==> src/rtl/frame_address_pool.sv <==
// frame_address_pool: circular free list of frame addresses, AXI4-Stream in/out.
// Optional FRAME_POOL_DUP_CHECK_EN adds a residency bitmap and the err_dup flag.
module frame_address_pool #(
  parameter int ADDR_BITS = 9,
  parameter int LOW_WATER = 16
) (
  input  logic                 aclk,
  input  logic                 aresetn,
  input  logic [15:0]          s_axis_tdata,
  input  logic                 s_axis_tvalid,
  output logic                 s_axis_tready,
  output logic [15:0]          m_axis_tdata,
  output logic                 m_axis_tvalid,
  input  logic                 m_axis_tready,
  output logic [ADDR_BITS:0]   free_count,
  output logic                 low_water,
  output logic                 err_range,
  output logic                 err_overflow
`ifdef FRAME_POOL_DUP_CHECK_EN
  ,
  output logic                 err_dup
`endif
);

  localparam int DEPTH = 2 ** ADDR_BITS;
  localparam logic [ADDR_BITS:0] FULL = {1'b1, {ADDR_BITS{1'b0}}};
  localparam logic [ADDR_BITS:0] ONE = (ADDR_BITS + 1)'(1);
  localparam logic [ADDR_BITS:0] LW = (ADDR_BITS + 1)'(LOW_WATER);

  logic [ADDR_BITS-1:0] r_mem [DEPTH];
  logic [ADDR_BITS-1:0] r_rdata;
  logic [ADDR_BITS:0]   r_wptr;
  logic [ADDR_BITS:0]   r_rptr;
  logic [ADDR_BITS:0]   r_count;
  logic                 r_tready;
  logic                 r_pend;
  logic                 r_tvalid;
  logic [15:0]          r_tdata;
  logic                 r_err_range;
  logic                 r_err_ovf;

  logic                 w_accept;
  logic                 w_in_range;
  logic [ADDR_BITS-1:0] w_addr;
  logic                 w_dup;
  logic                 w_store;
  logic                 w_grant;
  logic                 w_ram_ne;
  logic                 w_out_free;
  logic                 w_fire;
  logic [ADDR_BITS:0]   w_count_nxt;

  assign w_accept   = s_axis_tvalid & r_tready;
  assign w_in_range = ~|s_axis_tdata[15:ADDR_BITS];
  assign w_addr     = s_axis_tdata[ADDR_BITS-1:0];
  assign w_store    = w_accept & w_in_range & ~w_dup;
  assign w_grant    = r_tvalid & m_axis_tready;
  assign w_ram_ne   = (r_wptr != r_rptr);
  assign w_out_free = ~r_tvalid | m_axis_tready;
  assign w_fire     = w_ram_ne & w_out_free;

  always_comb begin
    w_count_nxt = r_count;
    if (w_store & ~w_grant)
      w_count_nxt = r_count + ONE;
    else if (~w_store & w_grant)
      w_count_nxt = r_count - ONE;
  end

  // RAM has no reset; the read is registered into r_rdata.
  always_ff @(posedge aclk) begin
    if (w_store)
      r_mem[r_wptr[ADDR_BITS-1:0]] <= w_addr;
    if (w_fire)
      r_rdata <= r_mem[r_rptr[ADDR_BITS-1:0]];
  end

  always_ff @(posedge aclk or negedge aresetn) begin
    if (!aresetn) begin
      r_wptr      <= '0;
      r_rptr      <= '0;
      r_count     <= '0;
      r_tready    <= 1'b0;
      r_pend      <= 1'b0;
      r_tvalid    <= 1'b0;
      r_tdata     <= '0;
      r_err_range <= 1'b0;
      r_err_ovf   <= 1'b0;
    end else begin
      r_count  <= w_count_nxt;
      r_tready <= (w_count_nxt != FULL);
      if (w_store)
        r_wptr <= r_wptr + ONE;
      if (w_fire)
        r_rptr <= r_rptr + ONE;
      // r_pend holds the read in flight until the output slot frees up.
      if (w_fire)
        r_pend <= 1'b1;
      else if (w_out_free)
        r_pend <= 1'b0;
      if (w_out_free) begin
        r_tvalid <= r_pend;
        if (r_pend)
          r_tdata <= {{(16 - ADDR_BITS){1'b0}}, r_rdata};
      end
      if (w_accept & ~w_in_range)
        r_err_range <= 1'b1;
      if (s_axis_tvalid & (r_count == FULL))
        r_err_ovf <= 1'b1;
    end
  end

`ifdef FRAME_POOL_DUP_CHECK_EN
  logic [DEPTH-1:0] r_resident;
  logic             r_err_dup;

  assign w_dup   = w_accept & w_in_range & r_resident[w_addr];
  assign err_dup = r_err_dup;

  always_ff @(posedge aclk or negedge aresetn) begin
    if (!aresetn) begin
      r_resident <= '0;
      r_err_dup  <= 1'b0;
    end else begin
      if (w_grant)
        r_resident[r_tdata[ADDR_BITS-1:0]] <= 1'b0;
      if (w_store)
        r_resident[w_addr] <= 1'b1;
      if (w_dup)
        r_err_dup <= 1'b1;
    end
  end
`else
  assign w_dup = 1'b0;
`endif

  assign s_axis_tready = r_tready;
  assign m_axis_tdata  = r_tdata;
  assign m_axis_tvalid = r_tvalid;
  assign free_count    = r_count;
  assign low_water     = (r_count < LW);
  assign err_range     = r_err_range;
  assign err_overflow  = r_err_ovf;

endmodule

==> config.mk <==
export PLATFORM = sky130hd
export DESIGN_NAME = frame_address_pool
export DESIGN_NICKNAME = d
export VERILOG_FILES = /design/src/rtl/frame_address_pool.sv
export SDC_FILE = /design/constraint.sdc
export NUM_CORES = 2
export LEC_CHECK = 0
export ABC_CLOCK_PERIOD_IN_PS = 3870
export CORE_MARGIN = 1.5
export CORE_UTILIZATION = 28
export CTS_CLUSTER_DIAMETER = 80
export DETAILED_ROUTE_END_ITERATION = 12
export PLACE_DENSITY = 0.47
export SYNTH_ARGS = -nofsm -noshare
export SYNTH_HDL_FRONTEND = slang
export SYNTH_MEMORY_MAX_BITS = 65536
export SYNTH_SLANG_ARGS = --single-unit
export TNS_END_PERCENT = 20
==> constraint.sdc <==
create_clock -name aclk -period 3.87 [get_ports aclk]
set_clock_uncertainty 0.2 [all_clocks]
set_input_delay 1.161 -clock aclk [delete_from_list [all_inputs] [get_ports aclk]]
set_output_delay 1.161 -clock aclk [all_outputs]
set_load 0.01 [all_outputs]
==> flow_summary.toml <==
[yosys]
synthFlopType = "edfxtp_1"
synth_warnings = 0
ys_seq_area_share_pct = 77.36
postSynthCellCount = 8375
synth_seq_cells = 4661
synth.avg_cell_area_um2 = 21.57
synth_area_um2 = 180600
synth_edf_count = 4617
synthArstFlopShare_pct = 0.9440
synthDistinctLibCells = 75

[worst_setup_path]
r2r_cells = 9
worst-path-buf-inv = 4
worstSetupEndpointType = "flop"
crit_family = "compound AO/OA/AOI/OAI gates"
cp-endpoint = "r_rdata[1]"
crit_cells = 9
rrSetupSlack_ns = 0.009
crit_arrival_ns = 4.42
crit_start = "r_rptr[0]"
crit_chain = "buf_12, buf_16, buf_4, bufbuf_16, mux4_2, mux2i_1, o22ai_1, o31a_1, o32a_1"
cp_slowest_stage_delay_ns = 0.53
r2r-end = "r_rdata[1]"
critPathSlowestCell = "dfrtp_4"
cp.required_ns = 4.43
crit_type = "flop to flop"
crit_path_start_kind = "flop"
r2r_start = "r_rptr[0]"
path_max_fanout = 11

[finish]
final_cells = 18940
fin_util_pct = 34.37
fin_area_um2 = 220600
fillers = 59640
drive_gt1_share_pct = 33.85
synthToLayoutAreaGrowth_pct = 22.14
final_net_count = 9957

[sta]
hold_viol = 0
max-slew-margin-rel_pct = 28.32
rsz0062_at_grt = "true"
holdWs_ns = 0.2758
post-route-min-period_ns = 3.861
worstMarginPinSlew_ns = 1.073
finalSetupViolCount = 0
slew_violations = 0
fmax_ghz = 0.2590
timing.final.crit_share_pct = 99.77

[routing]
drt_first_pass_iters = 6
ant_nets = 0
wl_per_cell_um = 29.25
drt_iter0_drc = 10818
num_vias = 92655
viasPerCell = 4.892
drc_errors = 0
wirelength_um = 554000

[place]
dp_hpwl_um = 355300
dp.cells = 17960
port-buffer-count = 43
gp_congestion = 0.8223
place_area_um2 = 203200

[floorplan]
start_util_pct = 28.14
ioPinCount = 51
chipWidth_um = 806.2
fp-row-count = 294
dieArea_um2 = 650000
design.core.area_um2 = 641900
die_y_um = 806.2

[global_routing]
grtUsageTotal_pct = 16.56
grt_max_degree = 99
first_global_vias = 94994
grt_pass1_wl_um = 765800
grt.overflow.total = 0
antenna_found_initial = 60

[power_and_ir_drop]
p_total_uw = 152700
p_leak_uw = 0.07101
cellPowerDensity_nw_per_um2 = 691.9
peakVddDrop_uv = 421.3

[clock_network]
clkSlewWorstSetupHoldPaths_ns = 0.06
clock_path_buffers = 4
clk_latency_ns = 1.06
htree_levels = 5
cts_inserted_buffers = 484
cts-root-buf = "clkbuf_16"
cts_tree = "built"
cts_sinks = 4661

[min_path]
hp-class = "flop to flop"

[run_status]
status = "finished clean"

[run]
cap_violations = 0
-- worst register-to-register path, cell delays in order, from the launching register on --
cell	delay (ns)
dfrtp_4	0.53
buf_12	0.19
buf_16	0.18
buf_4	0.16
bufbuf_16	0.29
mux4_2	0.53
mux2i_1	0.22
o22ai_1	0.28
o31a_1	0.50
o32a_1	0.48
-- report_power, final --
| group | switching, µW | total [µW] | internal (µW) | leakage, µW |
|---|---|---|---|---|
| Clock | 20000 | 46300 | 26400 | 0.00769 |
| Combinational | 27800 | 50100 | 22400 | 0.0213 |
| Sequential | 457 | 56200 | 55700 | 0.0420 |
-- kinds of logic after synthesis --
family / after synthesis / synth area share, %
flip-flops: 4661 / 77.36
multiplexers: 1545 / 16.05
AND/OR/NAND/NOR: 894 / 2.097
AO/OA/AOI/OAI: 692 / 2.654
buffers and inverters: 536 / 1.600
XOR/XNOR: 38 / 0.1842
adder cells (fa/ha/maj): 8 / 0.05402
other: 1 / 0.002076
-- per-layer routing --
metal / track usage, % / wire length [µm]
met4: 3.733 / 13770
met5: 0 / 82
met2: 27.10 / 263300
met3: 2.848 / 37870
met1: 23.13 / 238900
-- cell usage after synthesis (all sizes together) (10+ instances only) --
cell type / instances / area share [%]
a2111oi: 22 / 0.11
a211oi: 46 / 0.19
a21oi: 96 / 0.27
a221oi: 45 / 0.22
a22o: 32 / 0.16
a22oi: 159 / 0.66
a31oi: 38 / 0.13
and2: 11 / 0.038
buf: 276 / 1.1
clkbuf: 253 / 0.53
dfrtp: 44 / 0.61
edfxtp: 4617 / 77
mux2: 47 / 0.29
mux2i: 421 / 2.3
mux4: 1077 / 13
nand2: 119 / 0.25
nand2b: 10 / 0.035
nand3: 70 / 0.19
nand4: 11 / 0.038
nor2: 571 / 1.2
nor2b: 40 / 0.14
nor3: 21 / 0.061
nor4: 10 / 0.035
o211ai: 18 / 0.075
o21ai: 104 / 0.29
o22ai: 61 / 0.21
xnor2: 20 / 0.097
xor2: 18 / 0.087
-- how the worst min path moves through the flow --
stage                      start              end  depth (start not counted)
floorplan             r_rdata[0]  m_axis_tdata[0]                          1
global placement    err_overflow     err_overflow                          1
detailed placement     err_range        err_range                          1
CTS                    err_range        err_range                          1
global route          r_rdata[7]  m_axis_tdata[7]                          1
finish                 err_range        err_range                          1
-- through the flow --
step / worst slack, ns / setup TNS, ns
floorplan: -0.01227 / -6.188
global placement: -0.9695 / -989.19
detailed placement: -0.9418 / -849.73
CTS: -0.06642 / -0.1118
global route: -0.05383 / -0.2493
finish: 0.008745 / 0
-- layout by cell type (no fill, tap or decap), types with 14 or more instances in the layout --
cell type / synthesis / final
nor3_1: 20 / 15
o211ai_1: 18 / 18
nor2b_1: 40 / 33
o21ai_0: 103 / 90
clkbuf_1: 253 / 93
xnor2_1: 20 / 20
buf_16: 0 / 24
clkbuf_16: 0 / 490
bufinv_16: 0 / 50
dfrtp_1: 44 / 37
mux2_2: 47 / 46
a221oi_1: 45 / 38
buf_6: 55 / 25
buf_8: 1 / 15
clkinv_1: 0 / 118
clkdlybuf4s50_1: 0 / 32
mux2i_1: 421 / 414
clkinv_2: 0 / 103
nand2_1: 119 / 112
nor2_1: 571 / 564
xor2_1: 18 / 18
clkinvlp_4: 0 / 14
o22ai_1: 61 / 59
a22o_1: 32 / 30
a21oi_1: 95 / 87
a211oi_1: 46 / 38
edfxtp_1: 4617 / 4617
buf_12: 1 / 207
nand3_1: 70 / 57
mux4_2: 1077 / 1077
a22oi_1: 159 / 152
buf_4: 81 / 1275
a31oi_1: 38 / 38
-- timing repair --
item,4_1_cts,5_1_grt
pin swaps,14,21
endpoints found under the setup margin,10,10
endpoints found under the hold margin,7,0
resized for setup,100,87
buffers inserted,32,25
hold buffers,1,0
cloned,8,6
-- layout make-up --
type / instances / area, µm² / area share, %
clock buffer: 578 / 12490 / 5.659
timing repair buffer: 1592 / 15540 / 7.045
sequential: 4661 / 139800 / 63.34
tap: 8584 / 10740 / 4.868
clock inverter: 328 / 3281 / 1.487
inverter: 7 / 33.78 / 0.01531
multi-input combinational: 3184 / 38780 / 17.58
antenna: 6 / 15.01 / 0.006805
-- registers in the layout (all words and copies together) (netlist names) --
| register | count |
|---|---|
| err_overflow | 1 |
| err_range | 1 |
| free_count | 10 |
| m_axis_tdata | 9 |
| m_axis_tvalid | 1 |
| r_mem | 4608 |
| r_pend | 1 |
| r_rdata | 9 |
| r_rptr | 10 |
| r_wptr | 10 |
| s_axis_tready | 1 |
(Power assumes the default switching activity.)
